File: src/rtl/mmu_uncached_bridge.sv
// mmu_uncached_bridge: single-outstanding bridge from the MMU uncached data port to AXI4-Lite.
// Optional R/B response timeout with late-response drain is enabled by defining UNCACHED_TIMEOUT_EN.
module mmu_uncached_bridge #(
  parameter int TIMEOUT_CYCLES = 255
) (
  input  logic        clk_i,
  input  logic        rst_i,
  input  logic        sel_i,
  input  logic        rd_i,
  input  logic        wr_i,
  input  logic [31:0] addr_i,
  input  logic [31:0] data_i,
  input  logic [3:0]  mask_i,
  output logic [31:0] data_o,
  output logic        rdy_o,
  output logic [1:0]  exception_o,
  output logic        m_awvalid_o,
  input  logic        m_awready_i,
  output logic [31:0] m_awaddr_o,
  output logic        m_wvalid_o,
  input  logic        m_wready_i,
  output logic [31:0] m_wdata_o,
  output logic [3:0]  m_wstrb_o,
  input  logic        m_bvalid_i,
  output logic        m_bready_o,
  input  logic [1:0]  m_bresp_i,
  output logic        m_arvalid_o,
  input  logic        m_arready_i,
  output logic [31:0] m_araddr_o,
  input  logic        m_rvalid_i,
  output logic        m_rready_o,
  input  logic [31:0] m_rdata_i,
  input  logic [1:0]  m_rresp_i
);

`ifdef UNCACHED_TIMEOUT_EN
  typedef enum logic [2:0] {IDLE, RD_ADDR, RD_DATA, WR_REQ, WR_RESP, RESP, DRAIN} state_t;
  localparam logic [15:0] TIMEOUT_LAST = 16'(TIMEOUT_CYCLES - 1);
  logic [15:0] wait_cnt;
  logic        timed_out;
  logic        rsp_fire;
  assign rsp_fire = (m_rready_o & m_rvalid_i) | (m_bready_o & m_bvalid_i);
`else
  typedef enum logic [2:0] {IDLE, RD_ADDR, RD_DATA, WR_REQ, WR_RESP, RESP} state_t;
  // The timeout length only matters when the timeout logic is built in.
  logic [15:0] unused_timeout;
  assign unused_timeout = 16'(TIMEOUT_CYCLES);
`endif

  state_t state;
  logic   aw_done, w_done;
  logic   aw_fire, w_fire;
  logic   unused_bits;

  assign aw_fire     = m_awvalid_o & m_awready_i;
  assign w_fire      = m_wvalid_o & m_wready_i;
  assign unused_bits = ^{addr_i[1:0], m_rresp_i[0], m_bresp_i[0]};

  always_ff @(posedge clk_i) begin
    if (rst_i) begin
      state       <= IDLE;
      aw_done     <= 1'b0;
      w_done      <= 1'b0;
      data_o      <= '0;
      rdy_o       <= 1'b0;
      exception_o <= '0;
      m_awvalid_o <= 1'b0;
      m_awaddr_o  <= '0;
      m_wvalid_o  <= 1'b0;
      m_wdata_o   <= '0;
      m_wstrb_o   <= '0;
      m_bready_o  <= 1'b0;
      m_arvalid_o <= 1'b0;
      m_araddr_o  <= '0;
      m_rready_o  <= 1'b0;
`ifdef UNCACHED_TIMEOUT_EN
      wait_cnt    <= '0;
      timed_out   <= 1'b0;
`endif
    end else begin
      rdy_o <= 1'b0;
      case (state)
        IDLE: begin
          if (sel_i && rd_i && wr_i) begin
            data_o      <= '0;
            exception_o <= 2'b11;
            rdy_o       <= 1'b1;
            state       <= RESP;
          end else if (sel_i && rd_i) begin
            m_araddr_o  <= {addr_i[31:2], 2'b00};
            m_arvalid_o <= 1'b1;
            state       <= RD_ADDR;
          end else if (sel_i && wr_i) begin
            m_awaddr_o  <= {addr_i[31:2], 2'b00};
            m_wdata_o   <= data_i;
            m_wstrb_o   <= mask_i;
            m_awvalid_o <= 1'b1;
            m_wvalid_o  <= 1'b1;
            aw_done     <= 1'b0;
            w_done      <= 1'b0;
            state       <= WR_REQ;
          end
        end
        RD_ADDR: begin
          if (m_arready_i) begin
            m_arvalid_o <= 1'b0;
            m_rready_o  <= 1'b1;
`ifdef UNCACHED_TIMEOUT_EN
            wait_cnt    <= '0;
`endif
            state       <= RD_DATA;
          end
        end
        RD_DATA: begin
          if (m_rvalid_i) begin
            m_rready_o  <= 1'b0;
            data_o      <= m_rresp_i[1] ? 32'h0 : m_rdata_i;
            exception_o <= m_rresp_i[1] ? 2'b01 : 2'b00;
            rdy_o       <= 1'b1;
            state       <= RESP;
          end
`ifdef UNCACHED_TIMEOUT_EN
          else if (wait_cnt == TIMEOUT_LAST) begin
            data_o      <= '0;
            exception_o <= 2'b01;
            rdy_o       <= 1'b1;
            timed_out   <= 1'b1;
            state       <= RESP;
          end else begin
            wait_cnt <= wait_cnt + 16'd1;
          end
`endif
        end
        // AW and W retire independently; either may finish first or both together.
        WR_REQ: begin
          if (aw_fire) begin
            m_awvalid_o <= 1'b0;
            aw_done     <= 1'b1;
          end
          if (w_fire) begin
            m_wvalid_o <= 1'b0;
            w_done     <= 1'b1;
          end
          if ((aw_done || aw_fire) && (w_done || w_fire)) begin
            m_bready_o <= 1'b1;
`ifdef UNCACHED_TIMEOUT_EN
            wait_cnt   <= '0;
`endif
            state      <= WR_RESP;
          end
        end
        WR_RESP: begin
          if (m_bvalid_i) begin
            m_bready_o  <= 1'b0;
            data_o      <= '0;
            exception_o <= m_bresp_i[1] ? 2'b10 : 2'b00;
            rdy_o       <= 1'b1;
            state       <= RESP;
          end
`ifdef UNCACHED_TIMEOUT_EN
          else if (wait_cnt == TIMEOUT_LAST) begin
            data_o      <= '0;
            exception_o <= 2'b10;
            rdy_o       <= 1'b1;
            timed_out   <= 1'b1;
            state       <= RESP;
          end else begin
            wait_cnt <= wait_cnt + 16'd1;
          end
`endif
        end
`ifdef UNCACHED_TIMEOUT_EN
        // After a timeout the ready stays up so the late response can be swallowed.
        RESP: begin
          if (timed_out && !rsp_fire) begin
            state <= DRAIN;
          end else begin
            m_rready_o <= 1'b0;
            m_bready_o <= 1'b0;
            timed_out  <= 1'b0;
            state      <= IDLE;
          end
        end
        DRAIN: begin
          if (rsp_fire) begin
            m_rready_o <= 1'b0;
            m_bready_o <= 1'b0;
            timed_out  <= 1'b0;
            state      <= IDLE;
          end
        end
`else
        RESP: state <= IDLE;
`endif
        default: state <= IDLE;
      endcase
    end
  end

endmodule

File: config.mk
export PLATFORM = sky130hd
export DESIGN_NAME = mmu_uncached_bridge
export DESIGN_NICKNAME = d
export VERILOG_FILES = /design/src/rtl/mmu_uncached_bridge.sv
export SDC_FILE = /design/constraint.sdc
export NUM_CORES = 1
export LEC_CHECK = 0
export CAP_MARGIN = 20
export CORE_ASPECT_RATIO = 0.9
export CORE_MARGIN = 10
export CORE_UTILIZATION = 44
export DETAILED_ROUTE_END_ITERATION = 7
export GPL_ROUTABILITY_DRIVEN = 0
export HOLD_SLACK_MARGIN = 0.03
export PLACE_DENSITY = 0.89
export SYNTH_ARGS = -nofsm -noshare
export SYNTH_HDL_FRONTEND = slang
export SYNTH_SLANG_ARGS = --single-unit
File: constraint.sdc
create_clock -name clk_i -period 3 [get_ports clk_i]
set_input_delay 0.3 -clock clk_i [delete_from_list [all_inputs] [get_ports clk_i]]
set_output_delay 0.3 -clock clk_i [all_outputs]
set_load 0.005 [all_outputs]
==> results by stage, run 1 <==
Outcome:
- The flow ran to the end, and the final reports show no timing, DRC or antenna violations.

Drt:
- In the routed design, unresolved DRC markers number 0.
- The highest metal layer used by the detailed router is met4.
- The final layout contains routed wiring with a total length of 16.9 mm.
- In the detailed route, the total length drawn on met3 is 2.04 mm.
- The total number of vias is 5173.
- The first-pass iteration count of the detailed router is 5.
- The residual antenna-violating net count after detailed routing is 0.
- The routed wire length per instance is 16.3 um.
- The DRC marker count from the first detailed-route iteration is 261.
- The met1 wire length is 6.62 mm.
- Using the TritonRoute via totals, the vias-per-cell ratio works out to 4.97.
- After detailed routing, the met2 layer carries 7.93 mm of wire.

Layout:
- The final instance area is 8330 um^2.
- The post-route netlist has 5.32% of its cells at a drive strength greater than 1.
- The diode insertion count for antenna repair is 0.
- The net count of the finished layout is 986.
- The filler cells instantiated in the layout total 894.
- Compared with the post-synthesis result, the final layout area differs by 59.5%.

Clock network:
- In this run the clock root is driven by a sky130_fd_sc_hd__clkbuf_16.
- The number of clock buffers inserted by TritonCTS is 17.
- Post-CTS timing repair inserted 0 buffers for setup.
- TritonCTS built the clock tree.
- The CTS clock-pin slew for the worst setup and hold paths is 0.06 ns.
- The H-tree generated during clock tree synthesis spans 4 levels.
- Buffers inserted to repair hold after CTS numbered 0.
- After clock tree synthesis, the repair step resized 0 gates.
- The longest clock path from root to sink contains 2 buffers.
- For the worst-skew pair, the clock arrives at the later sink with an insertion delay of 0.40 ns.
- The clock net in this run drives a total of 141 sinks.

Floorplanning:
- The I/O pin total is 254.
- After floorplanning, the core was sized to cover 11500 um^2.
- The chip height is 123 um.
- The overall die width is 135 um.
- The number of cell rows is 37.
- Once the floorplan was initialized, standard cells occupied 45.3% of the core.
- The die covers 16600 um^2.

Setup path:
- STA classifies the critical path startpoint as a register.
- Along the worst path, the maximum fanout reaches 48.
- The number of cells on the worst reg-to-reg path is 5.
- The startpoint identified for the worst register-to-register timing path is state[2]$_SDFFE_PP0P_.
- Across all register-to-register paths, the minimum setup slack is 0.73 ns.
- The sort of element at the end of the critical path is a register.
- The critical path in this run is classified as register to register.
- The endpoint required time on the critical path is 3.24 ns.
- For the worst setup path, the data arrival time is 2.51 ns.
- The end of the worst register-to-register path is m_wdata_o[15]$_SDFFE_PP0P_.

Timing:
- In this run the tightest slew margin relative to its limit is 41.6%.
- Static timing analysis puts the maximum clock frequency at 441 MHz.
- The final-layout setup total negative slack is 0 ns.
- The final max-slew violation count is 0.
- The worst path uses 75.5% of the clock period.
- The count of final setup violators is 0.
- At the pin with the least slew margin, the transition time is 0.877 ns.
- The number of hold violations in the final report is 0.
- The final worst clock skew is 0.00741 ns.
- The shortest period the worst path allows is 2.27 ns.
- Setup repair after global routing left no endpoint under its margin.

Global route:
- The initial antenna violation count is 0.
- The final global-route overflow total is 0.
- The first-pass GRT wire length is 25.9 mm.
- The via count of the first global-routing pass is 4872.
- For this run, the total global-route usage over all layers was measured as 19.4%.
- The largest net degree at the start of global routing is 90.

Yosys:
- Synthesis produced a netlist whose cell count is 650.
- For this run, the leading register cell type out of synthesis is sky130_fd_sc_hd__dfxtp_1.
- Ranked by total cell area, the synthesized netlist is headed by sky130_fd_sc_hd__dfxtp_1, sky130_fd_sc_hd__nand2_1, sky130_fd_sc_hd__a21oi_1.
- In this run the biggest area consumer among cell types represents 54.1% of the synthesized area.
- The share of synthesized registers carrying an async set or reset is 0%.
- Averaged over all synthesized cells, the footprint is 8.03 um^2.
- Yosys mapped a number of flops with a built-in enable equal to 0.
- The count of cell types in the netlist is 36.
- In this run, synthesis produced a sequential element count of 141.
- The synthesized design spends more area on one cell type than any other, namely sky130_fd_sc_hd__dfxtp_1.
- The Yosys step of the flow raised 0 warnings.
- The combined area of all synthesized cells is 5220 um^2.
- Sequential cells were found to cover 54.1% of the synthesized design area.

Min path:
- The worst min-delay path class is input port to register.
- The start point of the worst hold path is data_i[4].
- The path with the worst hold slack has its endpoint at m_wdata_o[4]$_SDFFE_PP0P_.
- The hold path depth is 3.

Power:
- The static leakage is 0.00282 uW.
- In this run the power density over the cells is 641 nW/um^2.
- IR analysis of the VDD net gives a maximum drop of 428 uV.
- After layout, the design draws a total of 5340 uW.

Placed design:
- After legalization and detailed placement, the total HPWL measured 12.1 mm.
- Port buffering added 245 buffers.
- The placed cell area is 7750 um^2.

Run:
- The number of maximum-capacitance violations is 0.
==> report_power, final <==
group	total (uW)	switching, uW	internal, uW
combinational	1150	589	558
sequential	2140	116	2020
clock	2060	807	1250
==> flip-flops by register name, summed over array words and instances (netlist names), 2 cells and up <==
register	cells
m_awaddr_o	30
state	3
data_o	32
m_wdata_o	32
m_araddr_o	30
exception_o	2
m_wstrb_o	4
==> cell usage after synthesis, types with 2 or more instances <==
cell                       instances
sky130_fd_sc_hd__o21ai_1           8
sky130_fd_sc_hd__a32oi_1           2
sky130_fd_sc_hd__a211o_1           2
sky130_fd_sc_hd__a311oi_1          3
sky130_fd_sc_hd__nor2b_1           4
sky130_fd_sc_hd__nand2_1         201
sky130_fd_sc_hd__buf_6             3
sky130_fd_sc_hd__a31oi_1           2
sky130_fd_sc_hd__buf_4             5
sky130_fd_sc_hd__o21ai_0          32
sky130_fd_sc_hd__dfxtp_1         141
sky130_fd_sc_hd__nor2_1           11
sky130_fd_sc_hd__or4_1             2
sky130_fd_sc_hd__nand3_1          32
sky130_fd_sc_hd__clkbuf_1         41
sky130_fd_sc_hd__buf_2             5
sky130_fd_sc_hd__nand2b_1         35
sky130_fd_sc_hd__a21oi_1         102
sky130_fd_sc_hd__a211oi_1          2
==> worst max-delay path, cell delays in order, from the launching register on <==
cell                      delay, ns
sky130_fd_sc_hd__dfxtp_1       0.46
sky130_fd_sc_hd__or2_1         0.42
sky130_fd_sc_hd__or4_2         0.68
sky130_fd_sc_hd__buf_4         0.31
sky130_fd_sc_hd__nand2_1       0.13
sky130_fd_sc_hd__a21oi_1       0.07
==> cells in the final DEF (no fill, tap or decap), types with 8 or more instances in the layout <==
cell type,count
sky130_fd_sc_hd__a21oi_1,102
sky130_fd_sc_hd__buf_4,10
sky130_fd_sc_hd__clkbuf_16,17
sky130_fd_sc_hd__clkdlybuf4s50_1,244
sky130_fd_sc_hd__dfxtp_1,141
sky130_fd_sc_hd__nand2_1,201
sky130_fd_sc_hd__nand2b_1,35
sky130_fd_sc_hd__nand3_1,32
sky130_fd_sc_hd__nor2_1,11
sky130_fd_sc_hd__o21ai_0,32
sky130_fd_sc_hd__o21ai_1,8
==> logic make-up (layout without fill, tap and decap cells) <==
| family | Yosys count | after routing | synth area share (%) |
|---|---|---|---|
| other | 1 | 4 | 0.0718 |
| buffers and inverters | 56 | 287 | 4.94 |
| AO/OA/AOI/OAI | 157 | 157 | 16.1 |
| flip-flops | 141 | 141 | 54.1 |
| AND/OR/NAND/NOR | 295 | 295 | 24.9 |
==> worst max-delay path by stage <==
| stage | startpoint | endpoint | slack (ns) |
|---|---|---|---|
| floorplan | state[2]$_SDFFE_PP0P_ | m_awaddr_o[10]$_SDFFE_PP0P_ | 1.28 |
| global placement | rd_i | m_araddr_o[3]$_SDFFE_PP0P_ | 0.61 |
| finish | state[2]$_SDFFE_PP0P_ | m_wdata_o[15]$_SDFFE_PP0P_ | 0.73 |
| global route | state[2]$_SDFFE_PP0P_ | m_wdata_o[7]$_SDFFE_PP0P_ | 0.59 |
| CTS | state[2]$_SDFFE_PP0P_ | m_wdata_o[15]$_SDFFE_PP0P_ | 0.74 |
| detailed placement | rd_i | m_araddr_o[10]$_SDFFE_PP0P_ | 0.59 |
==> layout make-up <==
cell class	count	area (um^2)	share of cell area (%)
flip-flops and latches	141	2820	33.9
inverters	1	3.75	0.0451
repair buffers	255	2540	30.5
multi-input cells	456	2190	26.3
clock inverters	12	138	1.65
clock buffers	19	443	5.32
well taps	156	195	2.34
==> per-layer routing <==
layer  vias to the layer above  track usage, %
met4                         0            6.66
met3                        19            9.00
li1                       2587               -
met2                       208            32.1
met5                         -               0
met1                      2359            21.8
==> metrics by stage <==
stage	worst slack [ns]	hold WS, ns	instances	util (%)
after floorplan	1.28	0.415	653	-
after global routing	0.594	0.433	1040	72.2
after global placement	0.612	0.440	1009	67.2
final	0.734	0.439	1040	72.2
after CTS	0.740	0.424	1040	72.2
after detailed placement	0.587	0.445	1009	67.2
(Power assumes the default switching activity.)
==> run 2, diff against run 1 <==
Settings changed: CORE_UTILIZATION 44 to 40, PLACE_DENSITY 0.89 to 0.82.
Clock period 3 ns to 2.3 ns, I/O delays scaled along.
==> results by stage, run 2 (synthesized netlist as in run 1, its figures left out) <==
Clock network:
- The clock latency of the later-clocked register in the worst-skew pair is 0.42 ns.
- Counting every sink on the clock net gives 141.
- The number of clock buffers inserted by TritonCTS is 17.
- The number of gates resized after CTS is 0.
- The cell at the root of the clock tree is sky130_fd_sc_hd__clkbuf_16.
- TritonCTS built the clock tree.
- Post-CTS timing repair inserted 0 buffers for setup.
- The number of buffers inserted for hold repair after clock tree synthesis is 0.
- In this run the number of H-tree levels came out at 4.
- The worst-case clock buffer depth is 2.
- Clock-pin slew was measured on the worst setup and hold paths at 0.06 ns.

Floorplanning:
- Measured along the x axis, the die boundary spans 140 um.
- The initial utilization of the core area, before any placement, comes to 41.0%.
- The core area is 12700 um^2.
- The I/O pin total is 254.
- In this run the vertical extent of the chip is 128 um.
- The floorplan has 39 rows.
- The die covers 18000 um^2.

Timing:
- The count of final setup violators is 0.
- For the final routed database, the setup TNS stands at 0 ns.
- Setup repair after global routing left no endpoint under its margin.
- The final worst slack is 0.336 ns.
- The worst path needs 1.96 ns of the cycle, external delays included.
- The number of hold violations in the final report is 0.
- Hold timing on the final database bottoms out at a slack of 0.194 ns.
- The final max-slew violation count is 0.
- The final worst clock skew is 0.00700 ns.
- The final critical path takes up 85.4% of the cycle.
- The maximum achievable frequency is 509 MHz.

Setup path:
- Walking the worst path, the cells encountered are or2_1 -> or4_2 -> buf_12 -> a32oi_1 -> nor2_1.
- In this run the worst path has a maximum fanout of 68.
- The number of logic stages on the critical path including buffering is 5.
- The critical path is of the register to register type.
- The slowest stage of the critical path is the sky130_fd_sc_hd__or4_2 cell.
- The signal arrival time at the worst endpoint is 2.26 ns.
- The type of origin of the critical path is a register.
- The number of buffers and inverters on the critical path is 1.
- For this run, the slowest stage of the critical path takes 0.68 ns.
- The number of cells on the worst reg-to-reg path is 5.
- At the worst endpoint, the required time is 2.60 ns.
- The worst setup path is captured at a register.
- The family of cells with the greatest summed delay on the critical path is simple AND/OR/NAND/NOR gates.

Min path:
- The worst hold path was traced through 2 stages.
- The worst min-delay path class is input port to register.

Drt:
- The residual antenna-violating net count after detailed routing is 0.
- The aggregate routed wire length is 17.3 mm.
- After detailed routing, the average wire length per cell comes to 16.4 um.
- The first-pass iteration count of the detailed router is 4.
- The per-cell via count in the routed design is 4.84.
- The total number of vias is 5103.
- In the routed design, unresolved DRC markers number 0.
- The DRC marker count from the first detailed-route iteration is 250.

Power:
- The static leakage is 0.00289 uW.
- In this run the power density over the cells is 849 nW/um^2.
- Across the VDD grid, the largest voltage drop is 616 uV.

Placed design:
- Timing analysis after detailed placement gives a worst setup slack of 0.182 ns.
- The number of input and output port buffers inserted is 245.
- The estimated wirelength of the detail-placed design is 12.5 mm.

Global route:
- Global routing consumed, over all layers together, 18.5% of the routing resources.
- The final global-route overflow total is 0.
- The largest net degree at the start of global routing is 69.
- The initial antenna violation count was 0.
- The first global-routing pass estimated 27.2 mm of wire.
- The via count of the first global-routing pass is 4980.

Layout:
- Leaving out fill and tap cells, the most frequent cell in the layout is sky130_fd_sc_hd__clkdlybuf4s50_1.
- The largest registers in the layout are data_o: 32 flops, m_wdata_o: 32 flops.
- In the final layout, the share of cells above drive strength 1 is 6.06%.
- The diode insertion count for antenna repair is 0.
- The area added between synthesis and finish is 61.9%.
- The number of nets at the end of the flow is 993.
- At the end of the flow the core is filled with cells to 66.4%.
- Leaving out fill and tap cells, the most frequent cells in the layout are sky130_fd_sc_hd__clkdlybuf4s50_1, sky130_fd_sc_hd__nand2_1, sky130_fd_sc_hd__dfxtp_1, sky130_fd_sc_hd__a21oi_1, sky130_fd_sc_hd__nand2b_1.

Outcome:
- The flow ran to the end, and the final reports show no timing, DRC or antenna violations.

Run:
- The number of maximum-capacitance violations is 0.
run 2: worst paths after layout:
check                                  start                    endpoint  slack [ns]
setup / recovery       state[2]$_SDFFE_PP0P_        aw_done$_SDFFE_PP0P_        0.34
hold / removal                         rst_i   m_wdata_o[9]$_SDFFE_PP0P_        0.19
setup reg to reg       state[2]$_SDFFE_PP0P_        aw_done$_SDFFE_PP0P_        0.34
hold reg to reg   m_awaddr_o[3]$_SDFFE_PP0P_  m_awaddr_o[3]$_SDFFE_PP0P_        0.45
run 2: layout make-up:
| type | count | area, um^2 |
|---|---|---|
| inverter | 1 | 3.75 |
| sequential | 141 | 2820 |
| timing repair buffer | 262 | 2630 |
| fill | 1031 | 4280 |
| tap | 164 | 205 |
| multi-input combinational | 456 | 2190 |
| clock buffer | 21 | 470 |
| clock inverter | 10 | 138 |
run 2: worst register-to-register path: stages, from the launching register on:
cell,delay (ns)
sky130_fd_sc_hd__dfxtp_1,0.30
sky130_fd_sc_hd__or2_1,0.35
sky130_fd_sc_hd__or4_2,0.69
sky130_fd_sc_hd__buf_12,0.23
sky130_fd_sc_hd__a32oi_1,0.23
sky130_fd_sc_hd__nor2_1,0.06
run 2: power breakdown:
group / switching (uW) / total, uW / internal (uW)
Combinational: 832 / 1620 / 789
Sequential: 113 / 2750 / 2640
Clock: 1020 / 2810 / 1780
run 2: layer usage:
layer	vias to the layer above	GRT usage [%]	wire (um)
met5	-	0	0
met2	176	30.4	8180
met1	2307	21.1	7190
li1	2604	-	-
met3	16	8.75	1690
met4	0	5.52	196
run 2: per-stage QoR:
stage / cell area (um^2) / instances / power (uW)
2_1_floorplan: 5230 / 653 / 3570
5_1_grt: 8460 / 1055 / 7510
3_5_place_dp: 7850 / 1024 / 4430
6_report: 8460 / 1055 / 7180
4_1_cts: 8460 / 1055 / 7240
3_3_place_gp: 7850 / 1024 / 4400
==> run 3, diff against run 2 <==
Settings changed: CORE_ASPECT_RATIO 0.9 to unset, CORE_UTILIZATION 40 to 37, PLACE_DENSITY 0.82 to 0.8.
Clock period 2.3 ns to 1.6 ns, I/O delays scaled along.
==> results by stage, run 3 (synthesized netlist as in run 1, its figures left out) <==
Global route:
- The initial antenna violation count came to 0.
- The via count of the first global-routing pass is 5299.
- The total routing usage reported by global routing is 18.8%.
- Entering global routing, the biggest net connects 74 pins.
- Global routing finished with a remaining overflow of 0.
- The first-pass GRT wire length is 29.4 mm.

Floorplanning:
- The I/O pin total is 254.
- The die is 139 um wide.
- The core area is 13800 um^2.
- The initial core utilization is 37.8%.
- The floorplan step defined a die boundary enclosing 19300 um^2.
- The die is 139 um tall.
- Row generation in the floorplan step produced 43 rows.

Setup path:
- The signal arrival time at the worst endpoint is 1.93 ns.
- STA classifies the critical path endpoint as a register.
- In this run the worst path has a maximum fanout of 14.
- The endpoint required time on the critical path is 1.88 ns.
- The register-to-register path setup slack is -0.05 ns.
- The type of origin of the critical path is a register.
- The worst setup path is of the register to register kind.

Timing:
- The final worst clock skew is 0.00950 ns.
- The number of hold violations in the final report is 0.
- For this run, the top clock speed supported by timing is 605 MHz.
- The final max-slew violation count is 0.
- The worst path uses 103% of the clock period.
- In this run the tightest slew margin relative to its limit is 58.9%.
- Summed over all failing endpoints, the final setup total negative slack is -1.48 ns.
- Setup violations remaining at the end of the flow were counted as 77.
- Across all setup checks in the final design, the least slack found is -0.0516 ns.
- The slew at the pin closest to its max-slew limit is 0.617 ns.
- The shortest period the worst path allows is 1.65 ns.
- Setup repair after global routing could not meet its margin everywhere.

Power:
- Power spread over the standard cell area amounts to 1240 nW/um^2.
- Summed over all nets, the switching power comes to 3420 uW.
- The worst ir drop on vdd is 751 uV.
- The clock share of power is 34.4%.
- The static leakage is 0.00328 uW.
- The internal portion of the total power is 8430 uW.
- The register share of total power is 33.4%.
- The combinational cell fraction of total power is 32.2%.
- Net switching is 28.9% of the power.

Clock network:
- The cell at the root of the clock tree is sky130_fd_sc_hd__clkbuf_16.
- The number of buffers inserted for hold repair after clock tree synthesis is 0.
- After clock tree synthesis, the clock-pin slew on the worst setup and hold paths is 0.06 ns.
- The number of clock buffers added by TritonCTS is 17.
- The later pin in the worst-skew pair is clocked with a latency of 0.42 ns.
- The clock tree synthesis step divided the H-tree into 4 levels.
- TritonCTS built the clock tree.
- The clock drives 141 sinks.
- The worst-case clock buffer depth is 2.

Layout:
- The library cell used most frequently in the layout, excluding fill and tap cells, is sky130_fd_sc_hd__clkdlybuf4s50_1.
- The finished cells cover 9550 um^2.
- The number of nets at the end of the flow is 1032.
- The area growth from synthesis to layout is 82.9%.
- 0 antenna diodes ended up in the layout.
- The largest registers in the layout are data_o: 32 flops, m_wdata_o: 32 flops.
- The library cells used most frequently in the layout, excluding fill and tap cells, are sky130_fd_sc_hd__clkdlybuf4s50_1, sky130_fd_sc_hd__nand2_1, sky130_fd_sc_hd__dfxtp_1, sky130_fd_sc_hd__a21oi_1, sky130_fd_sc_hd__nand2b_1.
- The share of cells above drive strength 1 is 18.2%.
- The layout has 1013 filler cells.

Placed design:
- The HPWL after detailed placement is 13.4 mm.
- In this run the tool buffered the top-level ports with 245 buffer cells.
- After detailed placement, the total cell area comes to 8160 um^2.
- The setup slack at placement is -0.344 ns.

Outcome:
- The checks that failed: setup timing.
- The run finished, with violations left.

Drt:
- The first detailed-routing pass took 5 iterations.
- The routed wire length per instance is 18.8 um.
- The number of remaining DRC errors is 0.
- The aggregate routed wire length is 20.9 mm.
- After the first detailed-routing iteration, the DRC count stood at 305.
- After detailed routing, the number of vias per cell comes to 5.10.
- The detail route stage leaves a number of antenna-violating nets equal to 0.
- The total number of vias is 5657.

Min path:
- The path class of the tightest hold or removal check is input port to register.

Run:
- The number of maximum-capacitance violations is 0.
==> run 3: cell count changes in the layout (fill, tap and decap cells not counted), sizes merged <==
cell,change
bufbuf,+1
buf,+27
clkbuf,+11
==> run 3: stage by stage <==
stage                     total power [uW]  hold WS [ns]  cells  utilization, %
after floorplan                       5170         0.275    653               -
after global placement                6760         0.440   1058            59.0
after detailed placement              6800         0.445   1058            59.0
after CTS                            11100        0.0681   1096            64.4
after global routing                 12300        0.0853   1110            69.1
final                                11900         0.100   1110            69.1
==> run 3: cell type report <==
type	count	area [um^2]	area share [%]
flip-flops and latches	141	2830	29.6
inverters	1	3.75	0.0393
clock inverters	10	138	1.44
repair buffers	301	3350	35.0
multi-input cells	456	2540	26.6
well taps	180	225	2.36
clock buffers	21	470	4.93
==> run 3: routing by layer <==
layer,track usage [%],vias to the layer above,routed length [um]
met2,30.9,264,10500
met5,0,-,0
met1,21.3,2669,8000
met3,7.95,35,1970
li1,-,2689,-
met4,6.48,0,404
==> run 3: power groups by stage <==
stage          registers [uW]  logic, uW  clock network (uW)
2_1_floorplan            4040       1120                   0
3_3_place_gp             3990       2770                   0
3_5_place_dp             4010       2790                   0
4_1_cts                  3940       3020                4120
5_1_grt                  3990       4050                4270
6_report                 3960       3820                4070
==> run 3: timing repair <==
item / 4_1_cts / 5_1_grt
pin swaps: 5 / 35
endpoints found under the setup margin: 107 / 130
setup buffers: 4 / 2
resized for setup: 13 / 104
cloned: 3 / 12
==> run 3: worst paths after layout <==
path,to,start,cells after the start
hold / removal,exception_o[0]$_SDFFE_PP0P_,rst_i,2
setup / recovery,m_wdata_o[25]$_SDFFE_PP0P_,state[0]$_SDFFE_PP0P_,5
setup reg to reg,m_wdata_o[25]$_SDFFE_PP0P_,state[0]$_SDFFE_PP0P_,5
hold reg to reg,m_awaddr_o[15]$_SDFFE_PP0P_,m_awaddr_o[15]$_SDFFE_PP0P_,2
==> run 3: worst max-delay path, stage by stage (launching register included) <==
cell and delay, ns:
sky130_fd_sc_hd__dfxtp_2 0.32, sky130_fd_sc_hd__or2_4 0.25, sky130_fd_sc_hd__or4_4 0.56, sky130_fd_sc_hd__clkbuf_16 0.24
sky130_fd_sc_hd__nand2_1 0.08, sky130_fd_sc_hd__a21oi_1 0.06
